`config.mk`:
```
export PLATFORM = sky130hd
export DESIGN_NAME = gray_conv_sched
export DESIGN_NICKNAME = d
export VERILOG_FILES = /design/src/rtl/gray_pkg.sv /design/src/rtl/rr_arbiter.sv /design/src/rtl/gray_conv_sched.sv
export SDC_FILE = /design/constraint.sdc
export NUM_CORES = 1
export LEC_CHECK = 0
export BUFFER_PORTS_ARGS = -buffer_cell sky130_fd_sc_hd__clkbuf_2
export CAP_MARGIN = 20
export CORE_AREA = 10 10 61 73
export DETAILED_ROUTE_END_ITERATION = 10
export DIE_AREA = 0 0 71 83
export PLACE_DENSITY = 0.81
export SYNTH_ARGS = -nofsm -noshare
export SYNTH_HDL_FRONTEND = slang
export SYNTH_SLANG_ARGS = --single-unit
```
`constraint.sdc`:
```
create_clock -name clk -period 2.5 [get_ports clk]
set_input_delay 0.5 -clock clk [delete_from_list [all_inputs] [get_ports clk]]
set_output_delay 0.5 -clock clk [all_outputs]
set_load 0.01 [all_outputs]
```
`src/rtl/gray_pkg.sv`:
```
// Shared definitions for the binary/Gray conversion scheduler and its clients.
package gray_pkg;

   typedef enum logic [1:0] {
      IDLE = 2'd0,
      CONV = 2'd1,
      RESP = 2'd2
   } state_t;

   localparam logic MODE_B2G = 1'b0;
   localparam logic MODE_G2B = 1'b1;

   // Widest operand the shared helper handles; callers zero-extend and truncate.
   localparam int GRAY_MAXW = 64;

   function automatic logic [GRAY_MAXW-1:0] bin2gray(input logic [GRAY_MAXW-1:0] bin);
      return bin ^ (bin >> 1);
   endfunction

endpackage

```
`src/rtl/rr_arbiter.sv`:
```
// Combinational round-robin arbiter: first set request at or above ptr, wrapping.
module rr_arbiter #(
   parameter int NREQ = 4,
   parameter int IDW  = $clog2(NREQ)
) (
   input  logic [NREQ-1:0] req,
   input  logic [IDW-1:0]  ptr,
   output logic [NREQ-1:0] grant,
   output logic [IDW-1:0]  idx,
   output logic            any
);

   logic [NREQ-1:0] rot;
   logic [IDW-1:0]  pos [NREQ];

   generate
      for (genvar gi = 0; gi < NREQ; gi++) begin : g_rot
         logic [IDW:0] sum;
         // pos is (ptr + gi) mod NREQ, assuming ptr is always below NREQ
         assign sum     = {1'b0, ptr} + (IDW+1)'(gi);
         assign pos[gi] = (sum >= (IDW+1)'(NREQ)) ? IDW'(sum - (IDW+1)'(NREQ)) : sum[IDW-1:0];
         assign rot[gi] = req[pos[gi]];
      end
   endgenerate

   always_comb begin
      idx   = '0;
      any   = 1'b0;
      for (int k = NREQ - 1; k >= 0; k--) begin
         if (rot[k]) begin
            idx = pos[k];
            any = 1'b1;
         end
      end
      grant = any ? (NREQ'(1) << idx) : '0;
   end

endmodule

```
`src/rtl/gray_conv_sched.sv`:
```
// Round-robin shared binary<->Gray engine: one-cycle b2g, serial MSB-first g2b,
// single tagged valid/ready response channel.
module gray_conv_sched
   import gray_pkg::*;
#(
   parameter int WIDTH = 4,
   parameter int NREQ  = 4,
   localparam int IDW  = $clog2(NREQ)
) (
   input  logic                  clk,
   input  logic                  rst_n,
   input  logic [NREQ-1:0]       req_valid,
   input  logic [NREQ-1:0]       req_mode,
   input  logic [NREQ*WIDTH-1:0] req_data,
   output logic [NREQ-1:0]       req_ready,
   output logic                  rsp_valid,
   input  logic                  rsp_ready,
   output logic [IDW-1:0]        rsp_id,
   output logic                  rsp_mode,
   output logic [WIDTH-1:0]      rsp_data,
   output logic                  busy
);

   localparam int CW = $clog2(WIDTH);

   state_t           state_reg, state_next;
   logic [IDW-1:0]   ptr_reg;
   logic [IDW-1:0]   id_reg;
   logic             mode_reg;
   logic [WIDTH-1:0] gin_reg;
   logic [WIDTH-1:0] acc_reg, acc_next;
   logic [CW-1:0]    cnt_reg;
   logic             rsp_valid_reg;
   logic [IDW-1:0]   rsp_id_reg;
   logic             rsp_mode_reg;
   logic [WIDTH-1:0] rsp_data_reg;

   logic [NREQ-1:0]  grant;
   logic [IDW-1:0]   gidx;
   logic             gany;
   logic             accept;
   logic             last_step;
   logic [CW-1:0]    bit_lo, bit_hi;
   logic [WIDTH-1:0] gray_val;

   rr_arbiter #(.NREQ(NREQ), .IDW(IDW)) u_arb (
      .req   (req_valid),
      .ptr   (ptr_reg),
      .grant (grant),
      .idx   (gidx),
      .any   (gany)
   );

   always_ff @(posedge clk or negedge rst_n) begin
      if (!rst_n) state_reg <= IDLE;
      else        state_reg <= state_next;
   end

   always_comb begin
      state_next = state_reg;
      case (state_reg)
         IDLE:    if (gany)      state_next = CONV;
         CONV:    if (last_step) state_next = RESP;
         RESP:    if (rsp_ready) state_next = IDLE;
         default:                state_next = IDLE;
      endcase
   end

   always_comb begin
      req_ready = (state_reg == IDLE && rst_n) ? grant : '0;
      busy      = (state_reg != IDLE);
      accept    = (state_reg == IDLE) && gany;
   end

   // Serial g2b: step k = cnt+1 resolves bit WIDTH-1-k from the bit above it.
   assign last_step = (mode_reg == MODE_B2G) || (cnt_reg == CW'(WIDTH - 2));
   assign bit_lo    = CW'(WIDTH - 2) - cnt_reg;
   assign bit_hi    = bit_lo + CW'(1);
   assign gray_val  = WIDTH'(bin2gray(GRAY_MAXW'(gin_reg)));

   always_comb begin
      acc_next         = acc_reg;
      acc_next[bit_lo] = acc_reg[bit_hi] ^ gin_reg[bit_lo];
   end

   always_ff @(posedge clk or negedge rst_n) begin
      if (!rst_n) begin
         ptr_reg  <= '0;
         id_reg   <= '0;
         mode_reg <= MODE_B2G;
         gin_reg  <= '0;
         acc_reg  <= '0;
         cnt_reg  <= '0;
      end else if (accept) begin
         ptr_reg  <= (gidx == IDW'(NREQ - 1)) ? '0 : gidx + IDW'(1);
         id_reg   <= gidx;
         mode_reg <= req_mode[gidx];
         gin_reg  <= req_data[gidx*WIDTH +: WIDTH];
         acc_reg  <= {req_data[gidx*WIDTH + WIDTH - 1], {(WIDTH-1){1'b0}}};
         cnt_reg  <= '0;
      end else if (state_reg == CONV && mode_reg == MODE_G2B) begin
         acc_reg  <= acc_next;
         cnt_reg  <= last_step ? '0 : cnt_reg + CW'(1);
      end
   end

   // Response registers are loaded once per op so they hold across the next accept.
   always_ff @(posedge clk or negedge rst_n) begin
      if (!rst_n) begin
         rsp_valid_reg <= 1'b0;
         rsp_id_reg    <= '0;
         rsp_mode_reg  <= 1'b0;
         rsp_data_reg  <= '0;
      end else if (state_reg == CONV && last_step) begin
         rsp_valid_reg <= 1'b1;
         rsp_id_reg    <= id_reg;
         rsp_mode_reg  <= mode_reg;
         rsp_data_reg  <= (mode_reg == MODE_B2G) ? gray_val : acc_next;
      end else if (state_reg == RESP && rsp_ready) begin
         rsp_valid_reg <= 1'b0;
      end
   end

   assign rsp_valid = rsp_valid_reg;
   assign rsp_id    = rsp_id_reg;
   assign rsp_mode  = rsp_mode_reg;
   assign rsp_data  = rsp_data_reg;

endmodule
```
== After elaboration in Yosys (flattened, before gate mapping) ==
Cells that the tools add are included.
Word-level totals
  register bits after elaboration: 25
  logic and storage cells: 107
Operators by class
  add/sub/neg operators: 13
  order comparisons: 13
  equal/unequal tests: 7
  shift-type cells: 2
  multiplexer cells: 46
  bitwise logic cells: 3
  reduce and logical (&&, ||, !) cells: 12
Operators by type and width (count)
  < comparator 32 x 5 -> 1 bit, second input constant: 1
  2-to-1 mux 2 bit: 15
  < comparator 2 x 3 -> 1 bit, second input constant: 7
  2-to-1 mux 4 bit: 5
  variable part select 16 x 5 -> 4 bit: 1
  2-to-1 mux 1 bit: 15
  binary-select mux 1 bit (select 2 bit): 7
  greater-or-equal comparator 3 bit, second input constant: 3
  subtractor 2 x 1 -> 2 bit, second input constant: 4
  adder 2 x 1 -> 2 bit, second input constant: 3
  adder 2 x 2 -> 3 bit, second input constant: 2
  equality test 2 bit, second input constant: 3
  logical AND 1 bit: 6
  inequality test 2 bit, second input constant: 3
  case mux 2 bit (3 select lines): 1
  nonzero test 2 bit: 3
  subtractor 5 x 1 -> 6 bit, second input constant: 1
  adder 4 x 3 -> 5 bit, second input constant: 1
  binary-select mux 1 bit (select 4 bit): 1
  bitwise mux 4 bit: 1
  << shifter 1 x 2 -> 4 bit, first input constant: 1
  XOR 4 x 3 -> 4 bit: 1
  adder 2 x 1 -> 3 bit, second input constant: 1
  greater-or-equal comparator 2 x 3 -> 1 bit, second input constant: 1
  other kinds (9): 9

== Logic depth before layout (Yosys ltp) ==
Gate-level depths: netlist (run 1).
  depth after elaboration: 14
  mapped depth: 7
  depth with buffers taken out: 7

== By module ==
A second synthesis (run 1) with hierarchy kept.
Unflattened totals
  cells, all modules: 171
  area, all modules: 1601.5 um^2
Modules (own cells, without submodules)
  gray_conv_sched: times used 1, cells each 142, area each 1418.9 um^2, sequential area each 625.6 um^2
  rr_arbiter: times used 1, cells each 29, area each 182.7 um^2, sequential area each 0.0 um^2

== Least setup slack after synthesis (run 1) ==
No wires, ideal clock.
  kind: input to output
  start: in req_valid[1]
  end: out req_ready[3]
  data arrival time: 1.603 ns
  slack: 0.397 ns
  stages on the path: 6
  path buffers: 1
  path through: mux2_4 -> o221ai_4 -> buf_8 -> inv_1 -> ha_1 -> and3_1
Between the ends
  longest elaborated chain between the ends: 9
  elaborated cells on any way between the ends: 19
RTL lines
  start, declared: RTL line gray_conv_sched.sv:12  | input logic [NREQ-1:0] req_valid,
  binary-select mux 1 bit (select 2 bit): RTL line rr_arbiter.sv:22  | assign rot[gi] = req[pos[gi]];
  2-to-1 mux 1 bit (not written as such): RTL line rr_arbiter.sv:22
  2-to-1 mux 2 bit (4 in a row): RTL line rr_arbiter.sv:30  | if (rot[k]) begin
  << shifter 1 x 2 -> 4 bit: RTL line rr_arbiter.sv:35  | grant = any ? (NREQ'(1) << idx) : '0;
  2-to-1 mux 4 bit *: RTL line rr_arbiter.sv:35
  2-to-1 mux 4 bit *: RTL line gray_conv_sched.sv:70  | req_ready = (state_reg == IDLE && rst_n) ? grant : '0;
  end, declared: RTL line gray_conv_sched.sv:15  | output logic [NREQ-1:0] req_ready,
Mark *: on every way between the ends. The rest lies on a longest branch, timed or not. The select of a mux whose other input is x is not followed.

== Worst setup path in the final report (run 1) ==
  start: reg ptr_reg[1]
  end: out req_ready[3]
Between the ends
  longest elaborated chain between the ends: 12
  elaborated cells on any way between the ends: 34
RTL lines
  start, declared: RTL line gray_conv_sched.sv:27  | logic [IDW-1:0] ptr_reg;
  start signal, assigned: RTL line gray_conv_sched.sv:95  | ptr_reg <= (gidx == IDW'(NREQ - 1)) ? '0 : gidx + IDW'(1);
  adder 2 x 2 -> 3 bit: RTL line rr_arbiter.sv:20  | assign sum = {1'b0, ptr} + (IDW+1)'(gi);
  greater-or-equal comparator 3 bit or subtractor 2 x 1 -> 2 bit (tied branches): RTL line rr_arbiter.sv:21  | assign pos[gi] = (sum >= (IDW+1)'(NREQ)) ? IDW'(sum - (IDW+1)'(NREQ)) : sum[IDW-1:0];
  2-to-1 mux 2 bit: RTL line rr_arbiter.sv:21
  binary-select mux 1 bit (select 2 bit): RTL line rr_arbiter.sv:22
  2-to-1 mux 1 bit (not written as such): RTL line rr_arbiter.sv:22
  2-to-1 mux 2 bit (4 in a row): RTL line rr_arbiter.sv:30
  << shifter 1 x 2 -> 4 bit: RTL line rr_arbiter.sv:35
  2-to-1 mux 4 bit *: RTL line rr_arbiter.sv:35
  2-to-1 mux 4 bit *: RTL line gray_conv_sched.sv:70
Marked as above.

==> results of run 1 <==
==> where the power goes <==
part	internal, mW	total (mW)	switching [mW]	leakage, nW
Clock	0.0599	0.183	0.123	0.0177
Sequential	0.575	0.737	0.162	0.315
Combinational	0.495	1.09	0.599	0.545
Total	1.13	2.01	0.884	0.877
==> critical path, delay by kind of cell, from the launching register on <==
| family | cells | cell delay, ps |
|---|---|---|
| AND/OR/NAND/NOR | 1 | 140 |
| buffers and inverters | 2 | 200 |
| adder cells (fa/ha/maj) | 1 | 200 |
| flip-flops | 1 | 480 |
| multiplexers | 1 | 340 |
| AO/OA/AOI/OAI | 1 | 200 |
==> kinds of logic (layout without fill, tap and decap cells) <==
family                   Yosys count  after routing  synth area share (%)
AND/OR/NAND/NOR                   49             49                  14.9
XOR/XNOR                           4              4                  2.81
AO/OA/AOI/OAI                     39             39                  19.2
flip-flops                        25             25                  41.3
multiplexers                      15             15                  12.1
adder cells (fa/ha/maj)            6              6                  4.95
buffers and inverters             11             52                  4.71
==> layout make-up <==
cell class / instances / area (um^2)
clock buffers: 3 / 22.5
clock inverters: 1 / 5.00
fillers: 284 / 1270
inverters: 7 / 26.3
multi-input cells: 113 / 818
flip-flops and latches: 25 / 626
well taps: 36 / 45.0
repair buffers: 41 / 210
==> synth_stat cells (3+ instances only) <==
library cell  number
a211oi_1           4
a21oi_1            7
a221o_1            4
a22o_1             3
dfrtp_1           25
ha_1               6
inv_1              7
mux2_2             3
mux2i_1            9
nand2_1           16
nand2b_1           3
nand3_1            8
nor2_1            12
o21ai_0           11
o31a_1             4
xor2_1             3
==> layer usage <==
metal	vias up	GRT usage [%]
met5	-	0
met4	0	3.69
met3	8	4.29
met2	48	19.4
met1	609	13.8
li1	621	-
==> worst min-delay path by stage <==
stage	to	depth (start not counted)
after floorplan	acc_reg[0]	0
after global placement	id_reg[0]	2
after detailed placement	id_reg[1]	2
after CTS	rsp_valid	2
after global routing	rsp_valid	2
final	rsp_data[1]	2
==> metrics by stage <==
stage / instance area, um^2 / utilization (%)
floorplan: 1520 / -
global placement: 1730 / 57.0
detailed placement: 1730 / 57.0
CTS: 1750 / 57.9
global route: 1750 / 57.9
finish: 1750 / 57.9
==> run_results.csv, run 1 <==
group,metric,value,unit
outcome,status,"complete, no violations",
cts,cts_resized,0,
timing,final_hold_viol_count,0,
timing,relSlewSlack,70.3,%
power_and_ir_drop,ir_worst_vdd,542,uV
cts,cts_max_level,1,
drt,routed.top_layer,"met4",
cts,clock_latency,320,ps
timing,fin_hold_ws,229,ps
drt,postRouteWirelength,3550,um
timing,skew,3.20,ps
logic_synthesis,yosysTopAreaCellShare,41.3,%
critical_path,cp-startpoint,"ptr_reg[1]",
drt,first_pass_iters,4,
critical_path,crit_slowest_cell,"dfrtp_1",
critical_path,worst_path_largest_cell_delay,480,ps
die,die_area,0.00589,mm^2
logic_synthesis,yosysTopAreaCell,"dfrtp_1",
logic_synthesis,ys_seq_area_share,41.3,%
drt,vias_per_cell,5.69,
cts,cts-hold-fix-buffers,0,
power_and_ir_drop,power,2.01,mW
hold_path,min_path_type,"primary input to asynchronous set/reset pin",
die,num_rows,22,
logic_synthesis,synth_edf_count,0,
critical_path,path_class,"flip-flop to primary output",
critical_path,crit_chain,"mux2_4 > o221ai_4 > inv_1 > ha_1 > and3_1 > clkbuf_2",
placement,io_buffers,39,
drt,postRouteAntennaNets,0,
critical_path,reg2reg_from,"cnt_reg[0]",
finish,mostFrequentLayoutCell,"clkbuf_2",
critical_path,cp.required,2000,ps
drt,drt_iter0_drc,110,
critical_path,r2r_slack,220,ps
timing,fin_crit_sh,95.6,%
logic_synthesis,avgSynthCellArea,10.2,um^2
die,initial_core_util,50.0,%
logic_synthesis,synth.ff_latch_count,25,
logic_synthesis,netlist_instances,149,
timing,postLayoutSetupSlackWorst,109,ps
drt,wl_met2,1660,um
cts,cts_buffers,3,
die,die_y,83,um
cts,clockBufferDepth,2,
drt,wl_met1,1560,um
die,die_w,71,um
critical_path,reg2reg_depth,6,
logic_synthesis,async_flop_share,100,%
finish,fin_nets,224,
finish,final_cell_mix,"clkbuf_2, dfrtp_1, nand2_1",
power_and_ir_drop,leakagePower,0.877,nW
cts,cts_tree,"yes",
global_route,grt_max_degree,26,
placement,gp_congestion,0.808,
finish,syn_to_final_growth,15.7,%
timing,finalSetupViolations,0,
timing,tns,0,ps
timing,final-max-slew-violation-count,0,
global_route,grt_pass1_vias,1388,
timing,min_period,2390,ps
finish,fin_cells,226,
critical_path,cp_max_fo,6,
cts,clk_pin_slew,140,ps
drt,vias,1286,
critical_path,cp-endpoint,"req_ready[3]",
logic_synthesis,ys_dominant_reg_cell,"dfrtp_1",
logic_synthesis,synth_area,0.00152,mm^2
finish,layout-drive-gt1-share,30.0,%
drt,route.detailed.drc,0,
die,core,0.00303,mm^2
timing,worst_pin_slew,445,ps
logic_synthesis,synthDistinctLibCells,36,
timing,rsz0062_at_grt,"false",
cts,cts_setup_buffers,0,
cts,cts.sinks,25,
global_route,track_usage,11.8,%
die,io_pins,40,
placement,pre_cts_ws,226,ps
logic_synthesis,yosysWarnings,0,
finish,diodes,0,
timing,fmax,0.418,GHz
placement,dpl.hpwl,2900,um
global_route,grt-ovfl-total,0,
critical_path,start_kind,"flip-flop",
drt,wl_per_cell,15.7,um
critical_path,end_kind,"primary output",
global_route,antenna_found_initial,0,
flow_run,drv_cap,0,
logic_synthesis,syn_nets,182,
critical_path,cp.arrival,1890,ps
cts,clock-root-buffer,"clkbuf_4",
logic_synthesis,ys_top_cells_by_area,"dfrtp_1, mux2i_1, ha_1",
global_route,grt_first_pass_wirelength,6030,um
placement,placed_cells,222,
drt,route.met3.wl,292,um
critical_path,reg2reg_to,"rsp_data[1]",
power_and_ir_drop,p_per_area,1150,mW/mm^2
No activity file was read; power rests on OpenSTA's default activity.
==> run 2, diff against run 1 <==
MAX_ROUTING_LAYER = met4   (was default)
RECOVER_POWER = 25   (was default)
==> run_results.csv, run 2 (synthesis gave the netlist of run 1 again) <==
group,metric,value,unit
outcome,status,"complete, no violations",
drt,first_pass_iters,4,
global_route,grt_first_pass_wirelength,6030,um
critical_path,worst_path_largest_cell_delay,480,ps
global_route,grt_max_degree,26,
drt,postRouteWirelength,3550,um
drt,postRouteAntennaNets,0,
critical_path,path_class,"flip-flop to primary output",
timing,relSlewSlack,13.4,%
timing,min_period,2390,ps
placement,pre_cts_ws,226,ps
placement,placed_area,0.00173,mm^2
die,core,0.00303,mm^2
timing,finalSetupViolations,0,
timing,fin_crit_sh,95.6,%
global_route,antenna_found_initial,0,
placement,gp_congestion,0.820,
power_and_ir_drop,leakagePower,0.871,nW
timing,rsz0062_at_grt,"false",
critical_path,end_kind,"primary output",
cts,clock-root-buffer,"clkbuf_4",
die,io_pins,40,
drt,vias,1287,
timing,final-max-slew-violation-count,0,
critical_path,start_kind,"flip-flop",
cts,cts_resized,0,
cts,cts_tree,"yes",
die,die_y,83,um
hold_path,holdPathEnd,"state_reg[1]",
critical_path,cp_max_fo,6,
finish,diodes,0,
cts,cts_setup_buffers,0,
finish,mostFrequentLayoutCell,"clkbuf_2",
timing,final_hold_viol_count,0,
drt,wl_per_cell,15.7,um
cts,cts_buffers,3,
critical_path,reg2reg_from,"cnt_reg[0]",
critical_path,r2r_slack,220,ps
cts,cts_max_level,1,
timing,postLayoutSetupSlackWorst,110,ps
global_route,track_usage,12.1,%
timing,worst_pin_slew,1300,ps
finish,layout-drive-gt1-share,28.9,%
cts,cts-hold-fix-buffers,0,
power_and_ir_drop,power,2.01,mW
placement,dpl.hpwl,2900,um
cts,clk_pin_slew,140,ps
placement,io_buffers,39,
finish,finalInstanceArea,0.00175,mm^2
critical_path,crit_slowest_cell,"dfrtp_1",
finish,syn_to_final_growth,15.4,%
power_and_ir_drop,ir_worst_vdd,542,uV
timing,fmax,0.418,GHz
critical_path,crit_chain,"mux2_4 > o221ai_4 > inv_1 > ha_1 > and3_1 > clkbuf_2",
global_route,grt_pass1_vias,1388,
cts,cts.sinks,25,
finish,fillers,284,
drt,route.detailed.drc,0,
critical_path,cp.required,2000,ps
flow_run,drv_cap,0,
hold_path,hold_start,"rsp_ready",
power_and_ir_drop,p_per_area,1150,mW/mm^2
hold_path,holdPathStages,2,
die,die_area,0.00589,mm^2
finish,final_cell_mix,"clkbuf_2, dfrtp_1, nand2_1",
die,initial_core_util,50.0,%
cts,clock_latency,320,ps
finish,fin_nets,224,
timing,tns,0,ps
drt,drt_iter0_drc,113,
hold_path,min_path_type,"primary input to flip-flop",
critical_path,cp_top_family,"flip-flops",
drt,vias_per_cell,5.69,
die,num_rows,22,
critical_path,reg2reg_depth,6,
global_route,grt-ovfl-total,0,
die,die_w,71,um
critical_path,cp.arrival,1890,ps
finish,fin_util,57.7,%
critical_path,reg2reg_to,"rsp_data[1]",
timing,skew,3.18,ps
critical_path,worst-path-buf-inv,2,
cts,clockBufferDepth,2,
[run 2: cell type report]
cell class,count,area (um^2),share of cell area (%)
multi-input combinational,113,818,46.8
sequential,25,626,35.8
timing repair buffer,41,205,11.7
tap,36,45.0,2.58
inverter,7,26.3,1.50
clock buffer,3,22.5,1.29
clock inverter,1,5.00,0.286
[run 2: per-layer routing]
| layer | vias to the layer above | part of all wire [%] | track usage [%] |
|---|---|---|---|
| li1 | 621 | - | - |
| met1 | 610 | 46 | 14.4 |
| met2 | 48 | 47 | 19.4 |
| met3 | 8 | 6.1 | 3.21 |
| met4 | 0 | 0.85 | 3.69 |
| met5 | - | 0 | - |
[run 2: report_power, final]
group          internal [mW]  leakage, nW  total [mW]  switching [mW]
clock network         0.0599       0.0177       0.183           0.123
registers              0.575        0.315       0.737           0.162
logic                  0.494        0.538        1.09           0.599
[run 2: per-stage QoR]
stage | hold slack [ps] | instances
6_report | 385 | 226
5_1_grt | 399 | 226
4_1_cts | 249 | 226
3_5_place_dp | 473 | 222
3_3_place_gp | 458 | 222
2_1_floorplan | 204 | 149
[run 2: worst max path at each step]
| stage | startpoint | endpoint | slack (ps) | cells after the start |
|---|---|---|---|---|
| 3_3_place_gp | cnt_reg[0] | rsp_data[2] | 320 | 6 |
| 2_1_floorplan | req_valid[1] | req_ready[3] | 400 | 6 |
| 6_report | ptr_reg[1] | req_ready[3] | 110 | 6 |
| 4_1_cts | ptr_reg[1] | req_ready[3] | 110 | 6 |
| 3_5_place_dp | cnt_reg[0] | rsp_data[1] | 230 | 6 |
| 5_1_grt | ptr_reg[1] | req_ready[3] | 1 | 6 |
==> run 3, diff against run 2 <==
ABC_AREA = 1   (was default)
CORE_AREA = 10 10 64 76   (was 10 10 61 73)
DIE_AREA = 0 0 74 86   (was 0 0 71 83)
PLACE_DENSITY = 0.82   (was 0.81)
==> run_results.csv, run 3 <==
group,metric,value,unit
critical_path,worst-path-buf-inv,4,
cts,cts_max_level,1,
die,die_y,86,um
drt,route.detailed.drc,0,
die,core,0.00337,mm^2
timing,postLayoutSetupSlackWorst,-49.9,ps
drt,vias,1757,
drt,drt_iter0_drc,93,
finish,layout-drive-gt1-share,31.5,%
logic_synthesis,netlist_instances,253,
finish,fin_nets,336,
finish,final_cell_mix,"nand2_1, inv_1, clkbuf_2",
logic_synthesis,synth_area,0.00177,mm^2
timing,fmax,0.392,GHz
critical_path,crit_slowest_cell,"dfrtp_2",
power_and_ir_drop,pwr-share-seq,22.6,%
critical_path,cp_top_family,"simple AND/OR/NAND/NOR gates",
finish,fin_util,66.0,%
placement,gp_congestion,0.863,
hold_path,min_path_type,"primary input to flip-flop",
die,die_w,74,um
power_and_ir_drop,power.switching,1.77,mW
critical_path,start_kind,"flip-flop",
logic_synthesis,synthDistinctLibCells,28,
power_and_ir_drop,leakagePower,1.22,nW
cts,clockBufferDepth,2,
die,die_area,0.00636,mm^2
logic_synthesis,ys_top_cells_by_area,"dfrtp_1, nand2_1, inv_1",
logic_synthesis,synth.ff_latch_count,25,
logic_synthesis,ys_dominant_reg_cell,"dfrtp_1",
timing,finalSetupViolations,2,
critical_path,end_kind,"primary output",
global_route,antenna_found_initial,0,
cts,cts_tree,"yes",
placement,io_buffers,39,
finish,fillers,274,
critical_path,reg2reg_to,"rsp_data[2]",
global_route,grt-ovfl-total,0,
global_route,grt_pass1_vias,1712,
drt,postRouteWirelength,4460,um
logic_synthesis,syn_nets,286,
logic_synthesis,ys_seq_area_share,35.4,%
finish,mostFrequentLayoutCell,"nand2_1",
timing,rsz0062_at_grt,"true",
cts,cts-hold-fix-buffers,0,
global_route,grt_first_pass_wirelength,7000,um
logic_synthesis,netlist_top_cells_count,"nand2_1, inv_1, nand3_1, dfrtp_1, o21ai_0",
hold_path,holdPathStages,2,
hold_path,holdPathEnd,"state_reg[1]",
logic_synthesis,yosysWarnings,0,
drt,first_pass_iters,4,
placement,pre_cts_ws,113,ps
critical_path,cp.required,2000,ps
outcome,violations,"negative setup slack",
critical_path,reg2reg_depth,9,
global_route,track_usage,13.4,%
cts,clock-root-buffer,"clkbuf_8",
power_and_ir_drop,intPower,1.64,mW
power_and_ir_drop,power_frac_comb,70.5,%
logic_synthesis,yosysTopAreaCellShare,35.4,%
logic_synthesis,yosysTopAreaCell,"dfrtp_1",
drt,vias_per_cell,5.18,
critical_path,r2r_slack,390,ps
die,initial_core_util,52.4,%
logic_synthesis,avgSynthCellArea,6.98,um^2
cts,clock_latency,270,ps
critical_path,path_class,"flip-flop to primary output",
die,io_pins,40,
critical_path,reg2reg_from,"cnt_reg[0]",
power_and_ir_drop,clkPwrFrac,6.9,%
critical_path,cp.arrival,2050,ps
critical_path,critPathMostFrequentCell,"nand2_2",
hold_path,hold_start,"rsp_ready",
timing,final_hold_viol_count,0,
timing,min_period,2550,ps
critical_path,cp_max_fo,7,
cts,clk_pin_slew,90,ps
cts,cts_buffers,3,
power_and_ir_drop,ir_worst_vdd,1040,uV
outcome,status,"finished, violations left",
timing,final-max-slew-violation-count,0,
timing,fin_crit_sh,102,%
critical_path,worst_path_largest_cell_delay,440,ps
global_route,grt_max_degree,26,
logic_synthesis,synth_edf_count,0,
finish,syn_to_final_growth,25.8,%
power_and_ir_drop,p_sw_share,51.9,%
die,num_rows,23,
timing,relSlewSlack,15.9,%
flow_run,drv_cap,0,
timing,fin_hold_ws,435,ps
finish,diodes,0,
critical_path,crit_chain,"buf_6 > inv_8 > nand2_2 > nand2_2 > nand2_2 > nand2_4 > nor2_4 > nor2_4 > nand2_4 > nand2_8 > inv_1 > nor3_2 > buf_2",
cts,cts.sinks,25,
timing,skew,5.67,ps
drt,wl_per_cell,13.2,um
drt,postRouteAntennaNets,0,
power_and_ir_drop,p_per_area,1540,mW/mm^2
logic_synthesis,async_flop_share,100,%
placement,dpl.hpwl,3240,um
timing,worst_pin_slew,1260,ps
logic_synthesis,yosysMostFrequentCell,"nand2_1",
==> run 3: routing by layer <==
metal | GRT usage (%) | vias up | share of wire (%)
li1 | - | 888 | -
met1 | 16.6 | 793 | 45
met2 | 21.5 | 70 | 47
met3 | 2.08 | 6 | 6.1
met4 | 4.58 | 0 | 1.3
met5 | - | - | 0
==> run 3: area by class of cell <==
class / count / area [um^2] / share of cell area, %
multi-input combinational: 182 / 1060 / 47.5
clock inverter: 1 / 5.00 / 0.225
sequential: 25 / 628 / 28.3
tap: 37 / 46.3 / 2.08
timing repair buffer: 49 / 277 / 12.5
clock buffer: 3 / 41.3 / 1.86
inverter: 42 / 168 / 7.55
==> run 3: metrics by stage <==
step	setup TNS, ps	area [um^2]	instances	total power, mW
after detailed placement	0	1990	328	2.72
after global placement	0	1990	328	2.66
after floorplan	0	1770	253	2.32
after global routing	-350	2220	339	3.74
after CTS	0	2070	337	3.04
final	-75.7	2220	339	3.42
==> run 3: logic make-up after synthesis <==
logic type	share of synthesized area, %
AOI/OAI and AO/OA	9.85
xor gates and xnor gates	1.98
buffers and inverters	11.3
DFF	35.4
and+or+nand+nor	37.1
adders and majority gates	4.25
==> run 3: worst max-delay path by stage <==
stage	depth (start not counted)	startpoint	slack, ps	end
detailed placement	12	ptr_reg[0]	110	req_ready[3]
global route	13	ptr_reg[0]	-130	req_ready[1]
CTS	14	ptr_reg[0]	20	req_ready[3]
finish	13	ptr_reg[0]	-50	req_ready[1]
global placement	12	ptr_reg[0]	160	req_ready[3]
floorplan	10	ptr_reg[0]	380	req_ready[3]
==> run 3: timing repair <==
item | CTS | global route
pin swaps | 1 | 20
setup buffers | 5 | 3
gates resized for setup | 3 | 43
setup endpoints to repair | 4 | 4
gates cloned | 0 | 0
==> run 3: power groups by stage <==
| stage | registers, mW | logic (mW) | clock network (mW) |
|---|---|---|---|
| after detailed placement | 0.784 | 1.94 | 0 |
| after global routing | 0.797 | 2.69 | 0.257 |
| after CTS | 0.752 | 2.05 | 0.237 |
| after floorplan | 0.756 | 1.56 | 0 |
| after global placement | 0.775 | 1.88 | 0 |
| final | 0.772 | 2.41 | 0.237 |
